$ cat config.mk
export PLATFORM = sky130hd
export DESIGN_NAME = ram8_arbiter_flat
export DESIGN_NICKNAME = d
export VERILOG_FILES = /design/src/rtl/ram8_arbiter_if.sv /design/src/rtl/ram8_arbiter.sv /design/src/flat_wrapper.sv
export SDC_FILE = /design/constraint.sdc
export NUM_CORES = 1
export LEC_CHECK = 0
export ABC_AREA = 1
export CAP_MARGIN = 15
export CORE_UTILIZATION = 46
export DETAILED_ROUTE_END_ITERATION = 8
export GPL_TIMING_DRIVEN = 0
export PLACE_DENSITY = 0.91
export SYNTH_ARGS = -nofsm -noshare
export SYNTH_HDL_FRONTEND = slang
export SYNTH_SLANG_ARGS = --single-unit
$ cat constraint.sdc
create_clock -name clk -period 4.5 [get_ports clk]
set_clock_uncertainty 0.2 [all_clocks]
set_input_delay 0.9 -clock clk [delete_from_list [all_inputs] [get_ports clk]]
set_output_delay 0.9 -clock clk [all_outputs]
set_load 0.02 [all_outputs]
$ cat src/rtl/ram8_arbiter_if.sv
// Bundle of the two requester ports and the ram8 pins owned by ram8_arbiter.
// The slave modport is the arbiter's view; the master modport is the requesters' and ram8's view.
interface ram8_arbiter_if #(
    parameter int DATA_W = 16,
    parameter int ADDR_W = 3
);
    logic              a_req;
    logic              a_we;
    logic [ADDR_W-1:0] a_addr;
    logic [DATA_W-1:0] a_wdata;
    logic              a_ack;
    logic [DATA_W-1:0] a_rdata;

    logic              b_req;
    logic              b_we;
    logic [ADDR_W-1:0] b_addr;
    logic [DATA_W-1:0] b_wdata;
    logic              b_ack;
    logic [DATA_W-1:0] b_rdata;

    logic [DATA_W-1:0] ram_out;
    logic [ADDR_W-1:0] ram_address;
    logic [DATA_W-1:0] ram_in;
    logic              ram_load;
    logic              busy;

    modport slave (
        input  a_req, a_we, a_addr, a_wdata,
        output a_ack, a_rdata,
        input  b_req, b_we, b_addr, b_wdata,
        output b_ack, b_rdata,
        input  ram_out,
        output ram_address, ram_in, ram_load, busy
    );

    modport master (
        output a_req, a_we, a_addr, a_wdata,
        input  a_ack, a_rdata,
        output b_req, b_we, b_addr, b_wdata,
        input  b_ack, b_rdata,
        output ram_out,
        input  ram_address, ram_in, ram_load, busy
    );
endinterface

$ cat src/rtl/ram8_arbiter.sv
// Round-robin two-requester sequencer in front of a ram8 register file (IDLE -> SERVE -> ACK).
// Define RAM8_ARBITER_CLEAR_EN to add a post-reset CLEAR sweep that zeroes all eight words.
module ram8_arbiter #(
    parameter int DATA_W = 16,
    parameter int ADDR_W = 3
) (
    input  logic           clk,
    input  logic           reset,
    ram8_arbiter_if.slave  bus
);

`ifdef RAM8_ARBITER_CLEAR_EN
    typedef enum logic [1:0] {IDLE = 2'd0, SERVE = 2'd1, ACK = 2'd2, CLEAR = 2'd3} state_t;
`else
    typedef enum logic [1:0] {IDLE = 2'd0, SERVE = 2'd1, ACK = 2'd2} state_t;
`endif

    state_t            state_q, state_d;
    logic              last_b_q, last_b_d;   // 1 = B holds the most recent grant
    logic              win_b_q, win_b_d;
    logic              we_q, we_d;
    logic [ADDR_W-1:0] addr_q, addr_d;       // doubles as the ram8 address register
    logic [DATA_W-1:0] wdata_q, wdata_d;     // doubles as the ram8 data-in register
    logic [DATA_W-1:0] a_rdata_q, a_rdata_d;
    logic [DATA_W-1:0] b_rdata_q, b_rdata_d;
`ifdef RAM8_ARBITER_CLEAR_EN
    logic              clr_pend_q, clr_pend_d;
`endif

    logic grant_b;
    logic ram_load_c;
    logic a_ack_c;
    logic b_ack_c;

    always_ff @(posedge clk or posedge reset) begin
        if (reset) begin
            state_q   <= IDLE;
            last_b_q  <= 1'b1;
            win_b_q   <= 1'b0;
            we_q      <= 1'b0;
            addr_q    <= '0;
            wdata_q   <= '0;
            a_rdata_q <= '0;
            b_rdata_q <= '0;
`ifdef RAM8_ARBITER_CLEAR_EN
            clr_pend_q <= 1'b1;
`endif
        end else begin
            state_q   <= state_d;
            last_b_q  <= last_b_d;
            win_b_q   <= win_b_d;
            we_q      <= we_d;
            addr_q    <= addr_d;
            wdata_q   <= wdata_d;
            a_rdata_q <= a_rdata_d;
            b_rdata_q <= b_rdata_d;
`ifdef RAM8_ARBITER_CLEAR_EN
            clr_pend_q <= clr_pend_d;
`endif
        end
    end

    always_comb begin
        state_d    = state_q;
        last_b_d   = last_b_q;
        win_b_d    = win_b_q;
        we_d       = we_q;
        addr_d     = addr_q;
        wdata_d    = wdata_q;
        a_rdata_d  = a_rdata_q;
        b_rdata_d  = b_rdata_q;
`ifdef RAM8_ARBITER_CLEAR_EN
        clr_pend_d = clr_pend_q;
`endif
        grant_b    = 1'b0;
        ram_load_c = 1'b0;
        a_ack_c    = 1'b0;
        b_ack_c    = 1'b0;

        case (state_q)
            IDLE: begin
`ifdef RAM8_ARBITER_CLEAR_EN
                // The sweep starts one cycle after reset release so reset itself never writes.
                if (clr_pend_q) begin
                    state_d = CLEAR;
                    addr_d  = '0;
                    wdata_d = '0;
                end else
`endif
                if (bus.a_req || bus.b_req) begin
                    // Under contention the requester that did not win last time goes first.
                    grant_b  = bus.b_req && (!bus.a_req || !last_b_q);
                    win_b_d  = grant_b;
                    last_b_d = grant_b;
                    we_d     = grant_b ? bus.b_we    : bus.a_we;
                    addr_d   = grant_b ? bus.b_addr  : bus.a_addr;
                    wdata_d  = grant_b ? bus.b_wdata : bus.a_wdata;
                    state_d  = SERVE;
                end
            end
            SERVE: begin
                ram_load_c = we_q;
                if (!we_q) begin
                    if (win_b_q) b_rdata_d = bus.ram_out;
                    else         a_rdata_d = bus.ram_out;
                end
                state_d = ACK;
            end
            ACK: begin
                a_ack_c = !win_b_q;
                b_ack_c = win_b_q;
                state_d = IDLE;
            end
`ifdef RAM8_ARBITER_CLEAR_EN
            CLEAR: begin
                ram_load_c = 1'b1;
                if (addr_q == '1) begin
                    state_d    = IDLE;
                    clr_pend_d = 1'b0;
                end else begin
                    addr_d = addr_q + ADDR_W'(1);
                end
            end
`endif
            default: state_d = IDLE;
        endcase
    end

    assign bus.ram_address = addr_q;
    assign bus.ram_in      = wdata_q;
    assign bus.ram_load    = ram_load_c;
    assign bus.a_ack       = a_ack_c;
    assign bus.b_ack       = b_ack_c;
    assign bus.a_rdata     = a_rdata_q;
    assign bus.b_rdata     = b_rdata_q;
    assign bus.busy        = (state_q != IDLE);

endmodule

$ cat src/flat_wrapper.sv
// flat-port wrapper written by rule: the top's interface ports become plain ports
module ram8_arbiter_flat 
#(
    parameter int DATA_W = 16,
    parameter int ADDR_W = 3
)
  (clk, reset, bus_a_req, bus_a_we, bus_a_addr, bus_a_wdata, bus_a_ack, bus_a_rdata, bus_b_req, bus_b_we, bus_b_addr, bus_b_wdata, bus_b_ack, bus_b_rdata, bus_ram_out, bus_ram_address, bus_ram_in, bus_ram_load, bus_busy);
  ram8_arbiter_if #(.DATA_W(DATA_W), .ADDR_W(ADDR_W)) bus_i ();
  input  logic clk;
  input  logic reset;
  input wire logic [$bits(bus_i.a_req)-1:0] bus_a_req;
  input wire logic [$bits(bus_i.a_we)-1:0] bus_a_we;
  input wire logic [$bits(bus_i.a_addr)-1:0] bus_a_addr;
  input wire logic [$bits(bus_i.a_wdata)-1:0] bus_a_wdata;
  output wire logic [$bits(bus_i.a_ack)-1:0] bus_a_ack;
  output wire logic [$bits(bus_i.a_rdata)-1:0] bus_a_rdata;
  input wire logic [$bits(bus_i.b_req)-1:0] bus_b_req;
  input wire logic [$bits(bus_i.b_we)-1:0] bus_b_we;
  input wire logic [$bits(bus_i.b_addr)-1:0] bus_b_addr;
  input wire logic [$bits(bus_i.b_wdata)-1:0] bus_b_wdata;
  output wire logic [$bits(bus_i.b_ack)-1:0] bus_b_ack;
  output wire logic [$bits(bus_i.b_rdata)-1:0] bus_b_rdata;
  input wire logic [$bits(bus_i.ram_out)-1:0] bus_ram_out;
  output wire logic [$bits(bus_i.ram_address)-1:0] bus_ram_address;
  output wire logic [$bits(bus_i.ram_in)-1:0] bus_ram_in;
  output wire logic [$bits(bus_i.ram_load)-1:0] bus_ram_load;
  output wire logic [$bits(bus_i.busy)-1:0] bus_busy;
  assign bus_i.a_req = bus_a_req;
  assign bus_i.a_we = bus_a_we;
  assign bus_i.a_addr = bus_a_addr;
  assign bus_i.a_wdata = bus_a_wdata;
  assign bus_a_ack = bus_i.a_ack;
  assign bus_a_rdata = bus_i.a_rdata;
  assign bus_i.b_req = bus_b_req;
  assign bus_i.b_we = bus_b_we;
  assign bus_i.b_addr = bus_b_addr;
  assign bus_i.b_wdata = bus_b_wdata;
  assign bus_b_ack = bus_i.b_ack;
  assign bus_b_rdata = bus_i.b_rdata;
  assign bus_i.ram_out = bus_ram_out;
  assign bus_ram_address = bus_i.ram_address;
  assign bus_ram_in = bus_i.ram_in;
  assign bus_ram_load = bus_i.ram_load;
  assign bus_busy = bus_i.busy;
  ram8_arbiter #(.DATA_W(DATA_W), .ADDR_W(ADDR_W)) u_core (.clk(clk), .reset(reset), .bus(bus_i));
endmodule
* Word level (Yosys, flattened, before mapping) *
Index checks and enable logic that the tools add are counted.

storage, ports and cells
  bits of input ports = 60
  output and inout port bits = 55
  word-level logic and storage cells = 32
  register bits = 56

operators by class
  bitwise logic cells = 2
  multiplexer cells = 8
  equality and inequality tests = 3
  reduce and logical (&&, ||, !) cells = 11

operators by type and width
  kind                                                             count
  16-bit two-way mux                                               1
  3-bit AND reduction                                              2
  1-bit two-way mux                                                4
  2-bit one-hot mux with 2 select lines                            1
  1-bit zero test                                                  3
  3-bit two-way mux                                                1
  2-bit by 1-bit == test with 1-bit output, second input constant  1
  2-bit == test, second input constant                             1
  2-bit zero test                                                  1
  1-bit logical OR                                                 2
  2-bit two-way mux                                                1
  2-bit by 1-bit != test with 1-bit output, second input constant  1
  1-bit inverter                                                   2
  2-bit AND reduction                                              1
  2-bit nonzero test                                               1
  1-bit logical AND                                                1

* Logic depth before layout (Yosys ltp) *
Gate-level depths: netlist (run 1).

  depth after elaboration = 4
  depth in mapped cells = 7
  mapped depth without buffers = 6

* Least setup slack after synthesis (run 1) *
Ideal clock, no wire load.

  path type = flip-flop to output port
  start = register u_core.win_b_q
  end = output port bus_a_ack
  setup slack = 2.192 ns
  cell stages (with the launch flop) = 4
  buffers on the path = 2
  arrival time = 1.208 ns
  data required time = 3.400 ns
  cells stage by stage = dfrtp_1 buf_2 buf_2 nor3_1

between the ends
  word-level cells in the longest chain between the ends = 2

RTL lines
  what                    RTL line             text
  start, declared         ram8_arbiter.sv:20   logic win_b_q, win_b_d;
  start signal, assigned  ram8_arbiter.sv:51   win_b_q <= win_b_d;
  1-bit zero test         ram8_arbiter.sv:110  a_ack_c = !win_b_q;
  1-bit two-way mux       ram8_arbiter.sv:80   case (state_q)
  end, declared           flat_wrapper.sv:15   output wire logic [$bits(bus_i.a_ack)-1:0] bus_a_ack;

No other way between the ends.

* Worst setup path after layout (run 1) *
  start = register u_core.we_q
  end = output port bus_ram_load

between the ends
  word-level cells in the longest chain between the ends = 1

RTL lines
  what                    RTL line            text
  start, declared         ram8_arbiter.sv:21  logic we_q, we_d;
  start signal, assigned  ram8_arbiter.sv:52  we_q <= we_d;
  1-bit two-way mux       ram8_arbiter.sv:80
  end, declared           flat_wrapper.sv:26  output wire logic [$bits(bus_i.ram_load)-1:0] bus_ram_load;

No other way between the ends.

==> results of run 1 <==
-- cells in the mapped netlist, types with 2 or more instances --
cell type	instances	area, um2
nand2_1	119	447
nor2_8	2	40.0
inv_1	43	161
nand4_1	16	100
nand3_1	56	280
clkbuf_1	4	15.0
buf_2	10	50.1
buf_6	3	33.8
dfrtp_1	55	1380
inv_2	3	11.3
nand2_2	11	68.8
nor3_1	3	15.0
-- power groups by stage --
stage | Combinational, W | Clock, W | Sequential [W]
after floorplan | 0.000612 | 0 | 0.00119
after global placement | 0.00155 | 0 | 0.000914
after detailed placement | 0.00161 | 0 | 0.000925
after CTS | 0.00161 | 0.000326 | 0.000921
after global routing | 0.00173 | 0.000349 | 0.000950
final | 0.00160 | 0.000324 | 0.000921
-- layout make-up --
cell class                 count  area [um2]  area share (%)
multi-input combinational    212        1000            24.6
tap                           72        90.1            2.21
inverter                      47         181            4.46
clock inverter                 2        35.0           0.861
sequential                    56        1400            34.5
clock buffer                   6        72.6            1.78
timing repair buffer         115        1160            28.5
buffer                        19         123            3.01
-- metrics by stage --
step | instance area (um2) | util [%] | worst slack, ns | power [W]
2_1_floorplan | 2710 | - | 2.03 | 0.00180
3_3_place_gp | 3940 | 70.3 | 1.10 | 0.00246
3_5_place_dp | 3960 | 70.6 | 1.80 | 0.00254
4_1_cts | 4070 | 72.5 | 1.46 | 0.00286
5_1_grt | 4070 | 72.5 | 1.34 | 0.00303
6_report | 4070 | 72.5 | 1.44 | 0.00285
-- per-layer routing --
metal | GRT usage [%] | up-vias | routed length (um)
li1 | - | 1280 | -
met1 | 31.2 | 1261 | 2930
met2 | 45.6 | 112 | 3930
met3 | 5.06 | 12 | 440
met4 | 7.96 | 0 | 99
met5 | 0 | - | 0
-- path summary, 6_finish.rpt --
kind,from,end,cells after the start
worst min register to register,u_core.last_b_q,u_core.last_b_q,2
worst max register to register,u_core.we_q,u_core.bus.a_rdata[0],5
min in group asynchronous,reset,u_core.bus.a_rdata[1],2
worst max-delay path,u_core.we_q,bus_ram_load,4
worst min-delay path,u_core.last_b_q,u_core.last_b_q,2
max in group asynchronous,reset,u_core.last_b_q,3
-- flip-flops by register name, summed over array words and instances (netlist names) --
name and count:
u_core.win_b_q 1, u_core.last_b_q 1, u_core.bus.a_rdata 16, u_core.state_q 2, u_core.we_q 1, u_core.bus.ram_in 16
u_core.bus.ram_address 3, u_core.bus.b_rdata 16
-- cells in the final DEF (no fill, tap or decap), types with 2 or more instances in the layout --
| cell type | count |
|---|---|
| buf_2 | 10 |
| inv_1 | 42 |
| inv_2 | 4 |
| nand3_1 | 56 |
| clkbuf_8 | 5 |
| nor2_8 | 2 |
| nor3_1 | 3 |
| dfrtp_1 | 55 |
| nand4_1 | 16 |
| clkbuf_1 | 5 |
| nand2_1 | 119 |
| buf_6 | 3 |
| buf_12 | 2 |
| clkdlybuf4s50_1 | 114 |
| nand2_2 | 11 |
-- tightest hold or removal path: stages, from the launching register on --
cell and delay [ns]:
dfstp_2 0.38, nand2_1 0.06, nand2_1 0.05
-- cell families (layout without fill, tap and decap cells) --
logic type | count (synthesis) | after routing | share of synthesized area (%)
buffers and inverters | 66 | 189 | 11.2
flip-flops | 56 | 56 | 51.8
AND/OR/NAND/NOR | 211 | 211 | 36.8
AO/OA/AOI/OAI | 1 | 1 | 0.185
==> metrics.csv, run 1 <==
metric,value,unit
core,5610,um2
viasPerCell,5.04,
gp_congestion,0.787,
whs,0.282,ns
cts_made_buffers,5,
critPathKind,flip-flop to primary output,
fillCellCount,444,
synth_nets,394,
grt_util_all_layers,25.6,%
holdBufCountCts,0,
ys.flop_type,dfrtp_1,
dieHeight,78.7,um
gr-total-overflow,0,
drv_slew,0,
fin_setup_tns,0,ns
port_buffers,114,
clkTransAtPathRegs,0.09,ns
grt_antenna_before_repair,0,
n_antenna_cell,0,
vias,2665,
ys_warn_count,0,
slowest_delay,0.57,ns
internal-power,0.00162,W
placed_cells,521,
seq_power_share,32.3,%
wl_per_cell,14.0,um
stdcell_count,529,
cp-start-kind,flip-flop,
swShare,43.0,%
die_w,78.7,um
first_iter_violations,145,
grt_pass1_vias,2617,
h-tree-depth,2,
final_hold_viol_count,0,
synth_edf_count,0,
dp_hpwl,5710,um
critPathCaptureType,primary output,
start_util,48.3,%
cts_buffer_depth,2,
slowest_stage,clkdlybuf4s50_1,
rsz0062_at_grt,false,
drive_gt1_share,9.85,%
min_period,3.06,ns
grt_max_degree,37,
worst_pin_slew,0.494,ns
postCtsSetupBuffers,0,
final_nets,516,
max_slew_margin,67.0,%
required,3.40,ns
cts_tree,built,
crit_fanout,10,
seq_area_frac_synth,51.8,%
dr.pass1.iters,5,
area_growth,50.2,%
synth_seq_cells,56,
cp_data_arrival_time,1.96,ns
ys_types,21,
synthCells,334,
regToRegSetupSlack,2.94,ns
net-switching-power,0.00122,W
cts_num_sinks,56,
postRouteAntennaNets,0,
crit_chain,inv_2 > buf_1 > nor3_1 > clkdlybuf4s50_1,
power.density,700,nW/um2
die_area,6200,um2
max_freq,327,MHz
row_count,27,
p_leak,2.07,nW
cp_num_buf_inv,3,
async_reset_ff_share,100,%
min_path_type,flip-flop to flip-flop,
status,completed,
cts-root-buf,clkbuf_8,
p_comb_share,56.3,%
post-route-period-util,67.9,%
syn_avg_cell_area,8.11,um2
clk_latency,0.30,ns
setup_viol,0,
critPathTopFamily,buffers and inverters,
cap_viol_max_count,0,
synth_area,2710,um2
cts_resized,0,
grt_pass1_wl,12400,um
power_frac_clock,11.4,%
io_pins,115,
drc,0,
peakVddDrop,0.000352,V
wl,7400,um
Power figures use the tool's default switching activity.
==> inputs of run 2 (changes only) <==
--- a/config.mk
+++ b/config.mk
@@ -7,10 +7,10 @@
 export LEC_CHECK = 0
 export ABC_AREA = 1
 export CAP_MARGIN = 15
-export CORE_UTILIZATION = 46
+export CORE_UTILIZATION = 43
 export DETAILED_ROUTE_END_ITERATION = 8
 export GPL_TIMING_DRIVEN = 0
-export PLACE_DENSITY = 0.91
+export PLACE_DENSITY = 0.86
 export SYNTH_ARGS = -nofsm -noshare
 export SYNTH_HDL_FRONTEND = slang
 export SYNTH_SLANG_ARGS = --single-unit
==> constraint.sdc (replaced) <==
create_clock -name clk -period 2.9 [get_ports clk]
set_clock_uncertainty 0.2 [all_clocks]
set_input_delay 0.58 -clock clk [delete_from_list [all_inputs] [get_ports clk]]
set_output_delay 0.58 -clock clk [all_outputs]
set_load 0.02 [all_outputs]
==> run 2 against run 1 <==
Against the previous run:
- core utilization fell by 4.2 points
- first-iteration DRC count fell by 37%
- clock power rose by 68%
- critical path type unchanged
- highest routed layer unchanged
- routed wire length fell by 10%
- non-clock buffer count did not move
- register-to-register slack got worse by 1.6 ns
- flip-flop and latch count did not move
- die area rose by 6.8%
- worst hold slack got worse by 0.0040 ns
==> metrics.csv, run 2 (synthesis results as in run 1) <==
metric,value,unit,change
post-route-period-util,93.2,%,
max_slew_margin,62.8,%,-4.2 points
grt_antenna_before_repair,0,,unchanged
gp_congestion,0.717,,-8.9%
drive_gt1_share,10.1,%,+0.22 points
vias,2523,,-5.3%
min_from,u_core.last_b_q,,
cts_num_sinks,56,,unchanged
min_period,2.70,ns,
drv_slew,0,,unchanged
gr-total-overflow,0,,unchanged
max_freq,370,MHz,
min_path_type,flip-flop to flip-flop,,
cp_data_arrival_time,1.92,ns,-0.04 ns
power_frac_clock,12.3,%,+0.9 points
cts_buffer_depth,2,,unchanged
grt_max_degree,31,,-16%
mostFrequentLayoutCells,"119 x nand2_1, 113 x clkdlybuf4s50_1, 56 x nand3_1, 55 x dfrtp_1, 42 x inv_1",,
worst_pin_slew,0.557,ns,+0.0626 ns
cap_viol_max_count,0,,unchanged
cts_tree,built,,
status,completed,,
post-place-ws,0.497,ns,-1.31 ns
grt_pass1_vias,2614,,-0.11%
row_count,28,,+3.7%
critPathCaptureType,primary output,,
viasPerCell,4.74,,-5.9%
first_iter_violations,91,,-37%
io_pins,115,,unchanged
p_comb_share,55.3,%,-1.0 points
swShare,41.9,%,-1.1 points
required,2.12,ns,-1.28 ns
n_antenna_cell,0,,unchanged
final_hold_viol_count,0,,unchanged
fin_setup_tns,0,ns,unchanged
area_growth,51.1,%,
internal-power,0.00257,W,+58%
setup_viol,0,,unchanged
dieHeight,81.4,um,+3.3%
port_buffers,114,,unchanged
fin_util,68.3,%,-4.2 points
cts_made_buffers,5,,unchanged
net-switching-power,0.00185,W,+51%
critPathKind,flip-flop to primary output,,
clkTransAtPathRegs,0.10,ns,about the same
cts-root-buf,clkbuf_8,,
h-tree-depth,2,,unchanged
drc,0,,unchanged
grt_util_all_layers,22.4,%,-3.3 points
fillCellCount,509,,+15%
dp_hpwl,5210,um,-8.9%
wl_per_cell,12.5,um,-11%
final_nets,516,,unchanged
rsz0062_at_grt,false,,
cp-start-kind,flip-flop,,
seq_power_share,32.3,%,about the same
worstReg2RegStart,u_core.we_q,,
die_w,81.4,um,+3.3%
power.density,1080,nW/um2,+54%
postRouteAntennaNets,0,,unchanged
core,5990,um2,+6.8%
wl,6660,um,-10%
start_util,45.2,%,-3.1 points
crit_fanout,10,,unchanged
dr.pass1.iters,4,,-1
final_common_cell,nand2_1,,
clk_latency,0.30,ns,about the same
fin_ws,0.196,ns,-1.25 ns
grt_pass1_wl,11400,um,-8.0%
peakVddDrop,0.000526,V,+50%
die_area,6620,um2,+6.8%
p_leak,2.10,nW,+1.3%
critPathLaunch,u_core.win_b_q,,
## run 2: what timing repair did
action,4_1_cts,5_1_grt
hold buffers,0,0
setup endpoints to repair,0,1
gates resized for setup,0,1
buffers inserted,0,0
hold endpoints to repair,0,0
## run 2: final timing paths
| path | cells past startpoint | slack, ns | to |
|---|---|---|---|
| max in group asynchronous | 3 | 1.45 | u_core.last_b_q |
| hold / removal | 2 | 0.28 | u_core.last_b_q |
| setup reg to reg | 5 | 1.34 | u_core.bus.a_rdata[6] |
| setup / recovery | 4 | 0.20 | bus_a_ack |
| min in group asynchronous | 2 | 0.44 | u_core.bus.a_rdata[3] |
| hold reg to reg | 2 | 0.28 | u_core.last_b_q |
## run 2: power groups by stage
| stage | Clock (W) | Sequential [W] | Combinational (W) |
|---|---|---|---|
| final | 0.000544 | 0.00143 | 0.00244 |
| after global routing | 0.000581 | 0.00148 | 0.00267 |
| after CTS | 0.000553 | 0.00143 | 0.00247 |
| after detailed placement | 0 | 0.00144 | 0.00246 |
| after global placement | 0 | 0.00143 | 0.00239 |
| after floorplan | 0 | 0.00185 | 0.000950 |
## run 2: per-stage QoR
step | cell area, um2 | total power (W) | cells | hold WS, ns
floorplan | 2710 | 0.00280 | 334 | 0.242
global placement | 3940 | 0.00382 | 523 | 0.252
detailed placement | 3960 | 0.00390 | 524 | 0.259
CTS | 4090 | 0.00445 | 532 | 0.281
global route | 4090 | 0.00473 | 532 | 0.290
finish | 4090 | 0.00441 | 532 | 0.278
## run 2: critical path, stage by stage, from the launching register on
cell	delay [ns]
dfrtp_1	0.39
buf_2	0.19
buf_2	0.20
nor3_1	0.20
clkdlybuf4s50_1	0.65
## run 2: cell type report
| type | instances | area [um2] | area share [%] |
|---|---|---|---|
| Multi-Input combinational cell | 212 | 1000 | 24.5 |
| Clock inverter | 1 | 30.0 | 0.734 |
| Inverter | 47 | 181 | 4.43 |
| Tap cell | 75 | 93.8 | 2.29 |
| Timing Repair Buffer | 115 | 1160 | 28.4 |
| Sequential cell | 56 | 1400 | 34.3 |
| Buffer | 19 | 123 | 3.00 |
| Clock buffer | 7 | 96.3 | 2.35 |
## run 2: routing by layer
metal	wire (um)	vias to the layer above	GRT usage (%)
met1	2830	1154	27.2
met4	38	0	5.36
met2	3470	77	40.0
met3	321	4	4.83
met5	0	-	0
li1	-	1288	-
